## src/rtl/tnn_operand_sequencer_if.sv

```systemverilog
// Operand-stream and decision handshake bundle for tnn_operand_sequencer.
//   s_valid/s_ready/s_data/s_last : upstream operand beats (sequencer is sink)
//   m_valid/m_ready/m_data        : downstream 1-bit decision (sequencer is source)
// master: the upstream/downstream environment; slave: the sequencer itself.
interface tnn_operand_sequencer_if #(
  parameter int unsigned OP_W = 3
);
  logic            s_valid;
  logic            s_ready;
  logic [OP_W-1:0] s_data;
  logic            s_last;
  logic            m_valid;
  logic            m_ready;
  logic            m_data;

  modport master (
    output s_valid, s_data, s_last, m_ready,
    input  s_ready, m_valid, m_data
  );

  modport slave (
    input  s_valid, s_data, s_last, m_ready,
    output s_ready, m_valid, m_data
  );
endinterface

```

## src/rtl/tnn_operand_sequencer.sv

```systemverilog
// Assembles a 5-beat operand frame for the ternary-neuron comparator core, holds it on
// input_a..input_e while the core settles, captures cgp_out and returns it downstream.
// Ports:
//   clk, rst_n          clock, async active-low reset
//   bus (slave)         operand stream in, decision out (valid/ready)
//   input_a..input_e    registered operand slots driven to the core
//   cgp_out             core decision (combinational from the slots)
//   frame_cnt           decisions accepted downstream, wrapping
//   err_short/err_long  sticky frame-length errors, cleared by clr_err
module tnn_operand_sequencer #(
  parameter int unsigned OP_W        = 3,
  parameter int unsigned EVAL_CYCLES = 1,
  parameter int unsigned CNT_W       = 16
) (
  input  logic                   clk,
  input  logic                   rst_n,
  tnn_operand_sequencer_if.slave bus,
  output logic [OP_W-1:0]        input_a,
  output logic [OP_W-1:0]        input_b,
  output logic [OP_W-1:0]        input_c,
  output logic [OP_W-1:0]        input_d,
  output logic [OP_W-1:0]        input_e,
  input  logic                   cgp_out,
  output logic [CNT_W-1:0]       frame_cnt,
  output logic                   err_short,
  output logic                   err_long,
  input  logic                   clr_err
);

  typedef enum logic [1:0] {StFill, StDrain, StEval, StOut} state_e;

  localparam logic [3:0] EvalLoad = 4'(EVAL_CYCLES);

  state_e          r_state;
  logic [2:0]      r_beat;
  logic [3:0]      r_settle;
  logic [OP_W-1:0] r_slot [5];
  logic            r_s_ready;
  logic            r_m_valid;
  logic            r_m_data;
  logic [CNT_W-1:0] r_frame_cnt;
  logic            r_err_short;
  logic            r_err_long;

  logic w_beat;
  logic w_xfer;

  assign w_beat = bus.s_valid & r_s_ready;
  assign w_xfer = r_m_valid & bus.m_ready;

  always_ff @(posedge clk or negedge rst_n) begin
    if (!rst_n) begin
      r_state     <= StFill;
      r_beat      <= 3'd0;
      r_settle    <= 4'd0;
      for (int i = 0; i < 5; i++) r_slot[i] <= '0;
      r_s_ready   <= 1'b0;
      r_m_valid   <= 1'b0;
      r_m_data    <= 1'b0;
      r_frame_cnt <= '0;
      r_err_short <= 1'b0;
      r_err_long  <= 1'b0;
    end else begin
      // Clear first so that a same-cycle error set below takes priority.
      if (clr_err) begin
        r_err_short <= 1'b0;
        r_err_long  <= 1'b0;
      end
      unique case (r_state)
        StFill: begin
          r_s_ready <= 1'b1;
          if (w_beat) begin
            if (r_beat < 3'd4) begin
              if (bus.s_last) begin
                // Short frame: drop it entirely, no decision.
                r_err_short <= 1'b1;
                for (int i = 0; i < 5; i++) r_slot[i] <= '0;
                r_beat <= 3'd0;
              end else begin
                r_slot[r_beat[1:0]] <= bus.s_data;
                r_beat              <= r_beat + 3'd1;
              end
            end else begin
              r_slot[4] <= bus.s_data;
              if (bus.s_last) begin
                r_state   <= StEval;
                r_settle  <= EvalLoad;
                r_s_ready <= 1'b0;
              end else begin
                r_err_long <= 1'b1;
                r_state    <= StDrain;
              end
            end
          end
        end
        StDrain: begin
          r_s_ready <= 1'b1;
          if (w_beat && bus.s_last) begin
            r_state   <= StEval;
            r_settle  <= EvalLoad;
            r_s_ready <= 1'b0;
          end
        end
        StEval: begin
          // Frame is held EVAL_CYCLES+1 cycles before the decision is sampled.
          if (r_settle == 4'd0) begin
            r_m_data  <= cgp_out;
            r_m_valid <= 1'b1;
            r_state   <= StOut;
          end else begin
            r_settle <= r_settle - 4'd1;
          end
        end
        StOut: begin
          if (w_xfer) begin
            r_m_valid   <= 1'b0;
            r_frame_cnt <= r_frame_cnt + 1'b1;
            r_beat      <= 3'd0;
            r_state     <= StFill;
            r_s_ready   <= 1'b1;
          end
        end
        default: r_state <= StFill;
      endcase
    end
  end

  assign bus.s_ready = r_s_ready;
  assign bus.m_valid = r_m_valid;
  assign bus.m_data  = r_m_data;
  assign input_a     = r_slot[0];
  assign input_b     = r_slot[1];
  assign input_c     = r_slot[2];
  assign input_d     = r_slot[3];
  assign input_e     = r_slot[4];
  assign frame_cnt   = r_frame_cnt;
  assign err_short   = r_err_short;
  assign err_long    = r_err_long;

endmodule

```

## src/flat_wrapper.sv

```systemverilog
// flat-port wrapper written by rule: the top's interface ports become plain ports
module tnn_operand_sequencer_flat 
#(
  parameter int unsigned OP_W        = 3,
  parameter int unsigned EVAL_CYCLES = 1,
  parameter int unsigned CNT_W       = 16
)
  (clk, rst_n, input_a, input_b, input_c, input_d, input_e, cgp_out, frame_cnt, err_short, err_long, clr_err, bus_s_valid, bus_s_data, bus_s_last, bus_m_ready, bus_s_ready, bus_m_valid, bus_m_data);
  tnn_operand_sequencer_if #(.OP_W(OP_W)) bus_i ();
  input  logic clk;
  input  logic rst_n;
  output logic [OP_W-1:0] input_a;
  output logic [OP_W-1:0] input_b;
  output logic [OP_W-1:0] input_c;
  output logic [OP_W-1:0] input_d;
  output logic [OP_W-1:0] input_e;
  input  logic cgp_out;
  output logic [CNT_W-1:0] frame_cnt;
  output logic err_short;
  output logic err_long;
  input  logic clr_err;
  input wire logic [$bits(bus_i.s_valid)-1:0] bus_s_valid;
  input wire logic [$bits(bus_i.s_data)-1:0] bus_s_data;
  input wire logic [$bits(bus_i.s_last)-1:0] bus_s_last;
  input wire logic [$bits(bus_i.m_ready)-1:0] bus_m_ready;
  output wire logic [$bits(bus_i.s_ready)-1:0] bus_s_ready;
  output wire logic [$bits(bus_i.m_valid)-1:0] bus_m_valid;
  output wire logic [$bits(bus_i.m_data)-1:0] bus_m_data;
  assign bus_i.s_valid = bus_s_valid;
  assign bus_i.s_data = bus_s_data;
  assign bus_i.s_last = bus_s_last;
  assign bus_i.m_ready = bus_m_ready;
  assign bus_s_ready = bus_i.s_ready;
  assign bus_m_valid = bus_i.m_valid;
  assign bus_m_data = bus_i.m_data;
  tnn_operand_sequencer #(.OP_W(OP_W), .EVAL_CYCLES(EVAL_CYCLES), .CNT_W(CNT_W)) u_core (.clk(clk), .rst_n(rst_n), .bus(bus_i), .input_a(input_a), .input_b(input_b), .input_c(input_c), .input_d(input_d), .input_e(input_e), .cgp_out(cgp_out), .frame_cnt(frame_cnt), .err_short(err_short), .err_long(err_long), .clr_err(clr_err));
endmodule
```

## config.mk

```make
export PLATFORM = sky130hd
export DESIGN_NAME = tnn_operand_sequencer_flat
export DESIGN_NICKNAME = d
export VERILOG_FILES = /design/src/rtl/tnn_operand_sequencer_if.sv /design/src/rtl/tnn_operand_sequencer.sv /design/src/flat_wrapper.sv
export SDC_FILE = /design/constraint.sdc
export NUM_CORES = 1
export LEC_CHECK = 0
export ABC_AREA = 1
export BUFFER_PORTS_ARGS = -buffer_cell sky130_fd_sc_hd__buf_2
export CORE_ASPECT_RATIO = 1.5
export CORE_UTILIZATION = 43
export DETAILED_ROUTE_END_ITERATION = 16
export PLACE_DENSITY_LB_ADDON = 0.08
export SETUP_SLACK_MARGIN = 0.05
export SLEW_MARGIN = 20
export SYNTH_ARGS = -nofsm -noshare
export SYNTH_HDL_FRONTEND = slang
export SYNTH_SLANG_ARGS = --single-unit
```

## constraint.sdc

```tcl
create_clock -name clk -period 1.3 [get_ports clk]
set_clock_uncertainty 0.05 [all_clocks]
set_input_delay 0.13 -clock clk [delete_from_list [all_inputs] [get_ports clk]]
set_output_delay 0.13 -clock clk [all_outputs]
set_load 0.05 [all_outputs]
```

==> results.sh <==
export IMPL_synth_top_area_cell="dfrtp_1"
export IMPL_synth_xor_area_frac=0.0450
export IMPL_die_w_um=61.8
export IMPL_slowest_stage="dfrtp_2"
export IMPL_layout_nets=388
export IMPL_slew_limit_headroom=0.740
export IMPL_die_h_um=91.7
export IMPL_async_flop_share=1.00
export IMPL_drive_gt1_frac=0.448
export IMPL_worstSetupStartpointType="register"
export IMPL_grt_usage=0.202
export IMPL_critical_path_required_ps=1490
export IMPL_drcViolationCount=0
export IMPL_placementRows=32
export IMPL_cts_buffers=5
export IMPL_ioPinCount=46
export IMPL_whs_endpoint="u_core.input_e[2]$_DFFE_PN0P_"
export IMPL_hold_viol_final=0
export IMPL_dp_slack_ps=-226
export IMPL_crit_fanout=4
export IMPL_coreArea_um2=5160
export IMPL_rsz0062_at_grt="yes"
export IMPL_drt_wl_total_mm=5.30
export IMPL_clk_pin_slew_worst_paths_ps=90
export IMPL_clock_path_buffers=2
export IMPL_tightest_slew_ps=388
export IMPL_hp_start="bus_s_data[2]"
export IMPL_synth_edf_count=0
export IMPL_tns_ps=-4060
export IMPL_synth_ff_type="dfrtp_1"
export IMPL_syn_area_per_cell_um2=8.39
export IMPL_setup_viol=43
export IMPL_grt_pass1_vias=1915
export IMPL_dieArea_um2=5670
export IMPL_dp_hpwl_mm=3.91
export IMPL_synth_compound_area_frac=0.0760
export IMPL_power_density_nw_per_um2=2050
export IMPL_initialDrtViolationCount=130
export IMPL_finalCriticalPeriod_ps=1470
export IMPL_r2r_start="u_core.r_state[1]$_DFFE_PN0P_"
export IMPL_n_antenna_cell=0
export IMPL_muxShareOfSynthArea=0
export IMPL_cts_sink_count=45
export IMPL_arrival_ps=1670
export IMPL_fin_ws_ps=-175
export IMPL_cts_tree="yes"
export IMPL_post_synth_top_count_cell="nand2_1"
export IMPL_yosys_area_top_type_share=0.488
export IMPL_grt_ovfl_total=0
export IMPL_cts_root_buf="clkbuf_8"
export IMPL_max_cap_violations=0
export IMPL_path_delay_family="simple AND/OR/NAND/NOR gates"
export IMPL_syn_to_final_growth_pct=45.6
export IMPL_gp_congestion=0.816
export IMPL_synth_fa_ha_area_frac=0.0597
export IMPL_regToRegEndpoint="u_core.r_settle[0]$_DFFE_PN0P_"
export IMPL_path_class="reg -> reg"
export IMPL_multi_input_area_um2=1320
export IMPL_slew_violations=0
export IMPL_cp_common_cell="nand2_1"
export IMPL_setup_worst_path_end_class="register"
export IMPL_viasPerCell=4.76
export IMPL_portBuffers=45
export IMPL_fmax_ghz=0.678
export IMPL_netlist_area_um2=2310
export IMPL_synth_nets=296
export IMPL_slowest_delay_ps=460
export IMPL_antenna_left=0
export IMPL_synth_seq_cells=45
export IMPL_ir_drop_uv=1270
export IMPL_synth_cell_types=26
export IMPL_whs_path_depth=3
export IMPL_syn_instance_count=275
export IMPL_avgRoutedWirePerCell_um=12.2
export IMPL_netlist_top_cells_count="nand2_1, dfrtp_1, inv_1"
export IMPL_htreeDepth=2
export IMPL_vias=2074
export IMPL_grt_max_degree=17
export IMPL_synth_top_family_by_area="simple AND/OR/NAND/NOR gates"
export IMPL_violations="negative setup slack"
export IMPL_ys_seq_area_frac=0.488
export IMPL_seq_area_um2=1140
export IMPL_synth_simple_gate_area_frac=0.268
export IMPL_status="finished with violations"
export IMPL_firstDrtPassIters=4
export IMPL_reg2regPathDepth=9
export IMPL_grt_pass1_wl_mm=8.70
export IMPL_cp_buffers_inverters=2
export IMPL_hp_class="in -> reg"
export IMPL_r2r_slack_ps=-170
export IMPL_clk_latency_ps=300
export IMPL_yosysWarnings=0
export IMPL_power_leakage_nw=1.73
export IMPL_fin_crit_sh=1.13
export IMPL_synthTopCellsByArea="dfrtp_1, nand2_1, o21ai_0"
export IMPL_nFillCells=451
export IMPL_antenna_found_initial=0
export IMPL_start_util=0.446
export IMPL_cp_cell_sequence="inv_4, ha_4, inv_4, or2_4, nand2_2, nor2_1, nand2_1, nand2_1, nand2_1"
-- metal layers --
| metal | vias up | share of wire | track usage |
|---|---|---|---|
| met3 | 10 | 0.030 | 0.0268 |
| met1 | 961 | 0.45 | 0.278 |
| met4 | 0 | 0.022 | 0.0722 |
| li1 | 1058 | - | - |
| met2 | 45 | 0.50 | 0.319 |
| met5 | - | 0 | 0 |
-- worst reg2reg max path, cell delays in order, from the launching register on --
cell,delay (ps)
dfrtp_2,460
inv_4,110
ha_4,160
inv_4,40
or2_4,260
nand2_2,50
nor2_1,30
nand2_1,110
nand2_1,60
nand2_1,60
-- worst max path at each step --
stage,depth (start not counted),endpoint,from
global route,8,u_core.r_settle[3]$_DFFE_PN0P_,u_core.r_state[1]$_DFFE_PN0P_
finish,9,u_core.r_settle[0]$_DFFE_PN0P_,u_core.r_state[1]$_DFFE_PN0P_
floorplan,8,u_core.frame_cnt[12]$_DFFE_PN0P_,u_core.frame_cnt[0]$_DFFE_PN0P_
detailed placement,8,u_core.r_settle[3]$_DFFE_PN0P_,u_core.r_state[1]$_DFFE_PN0P_
global placement,8,u_core.r_settle[3]$_DFFE_PN0P_,u_core.r_state[1]$_DFFE_PN0P_
CTS,9,u_core.r_settle[0]$_DFFE_PN0P_,u_core.r_state[1]$_DFFE_PN0P_
-- placed cells by master, fill, tap and decap left out, types with 2 or more instances in the layout --
| master | instances |
|---|---|
| nand2_1 | 62 |
| buf_2 | 43 |
| buf_4 | 34 |
| dfrtp_1 | 31 |
| inv_1 | 28 |
| nor2_1 | 24 |
| o21ai_0 | 14 |
| dfrtp_2 | 14 |
| nand3_1 | 9 |
| o21ai_1 | 9 |
| o21ai_2 | 8 |
| nand3_2 | 7 |
| nor2_4 | 7 |
| buf_6 | 7 |
| ha_4 | 6 |
| inv_4 | 5 |
| nand2_2 | 5 |
| nand4_1 | 5 |
| ha_1 | 5 |
| clkbuf_8 | 5 |
| nand2_4 | 4 |
| xor2_1 | 4 |
| xnor2_1 | 4 |
| inv_2 | 3 |
| nor2_2 | 2 |
| nand3_4 | 2 |
| nor3_4 | 2 |
| xor2_2 | 2 |
| nor3_1 | 2 |
| clkinv_2 | 2 |
| dlygate4sd3_1 | 2 |
-- kinds of logic after synthesis --
kind of cell,Yosys count
XOR/XNOR,11
flip-flops,45
AO/OA/AOI/OAI,34
adder cells (fa/ha/maj),11
buffers and inverters,38
AND/OR/NAND/NOR,136
-- stage by stage --
step	hold WS, ps	util	cell area (µm²)	std cells	power (mW)
after floorplan	-216	-	2430	275	4.40
after global placement	18.4	0.566	2920	412	5.37
after detailed placement	18.5	0.566	2920	412	5.41
after CTS	42.0	0.610	3150	428	6.58
after global routing	81.7	0.650	3360	436	7.45
final	50.9	0.650	3360	436	6.90
-- cell type report --
cell class	count	area share
clock inverter	2	0.00298
sequential	45	0.341
tap	68	0.0253
inverter	36	0.0440
clock buffer	6	0.0216
multi-input combinational	192	0.394
timing repair buffer	87	0.172
-- sequential cells by signal, indices dropped and copies added, names as in the netlist, 2 cells and up --
signal and count:
u_core.frame_cnt 16, u_core.input_a 3, u_core.input_b 3, u_core.input_c 3, u_core.input_d 3, u_core.input_e 3
u_core.r_beat 3, u_core.r_settle 4, u_core.r_state 2
-- repair_timing --
action / CTS / global route
setup buffers: 6 / 9
pin swaps: 12 / 11
hold buffers: 2 / 0
endpoints found under the setup margin: 45 / 46
endpoints found under the hold margin: 13 / 0
resized for setup: 34 / 36
-- where the power goes --
part	switching [mW]	internal, mW
sequential	0.331	1.77
combinational	2.46	1.47
clock	0.487	0.374
total	3.27	3.62
No activity file was read; power rests on OpenSTA's default activity.
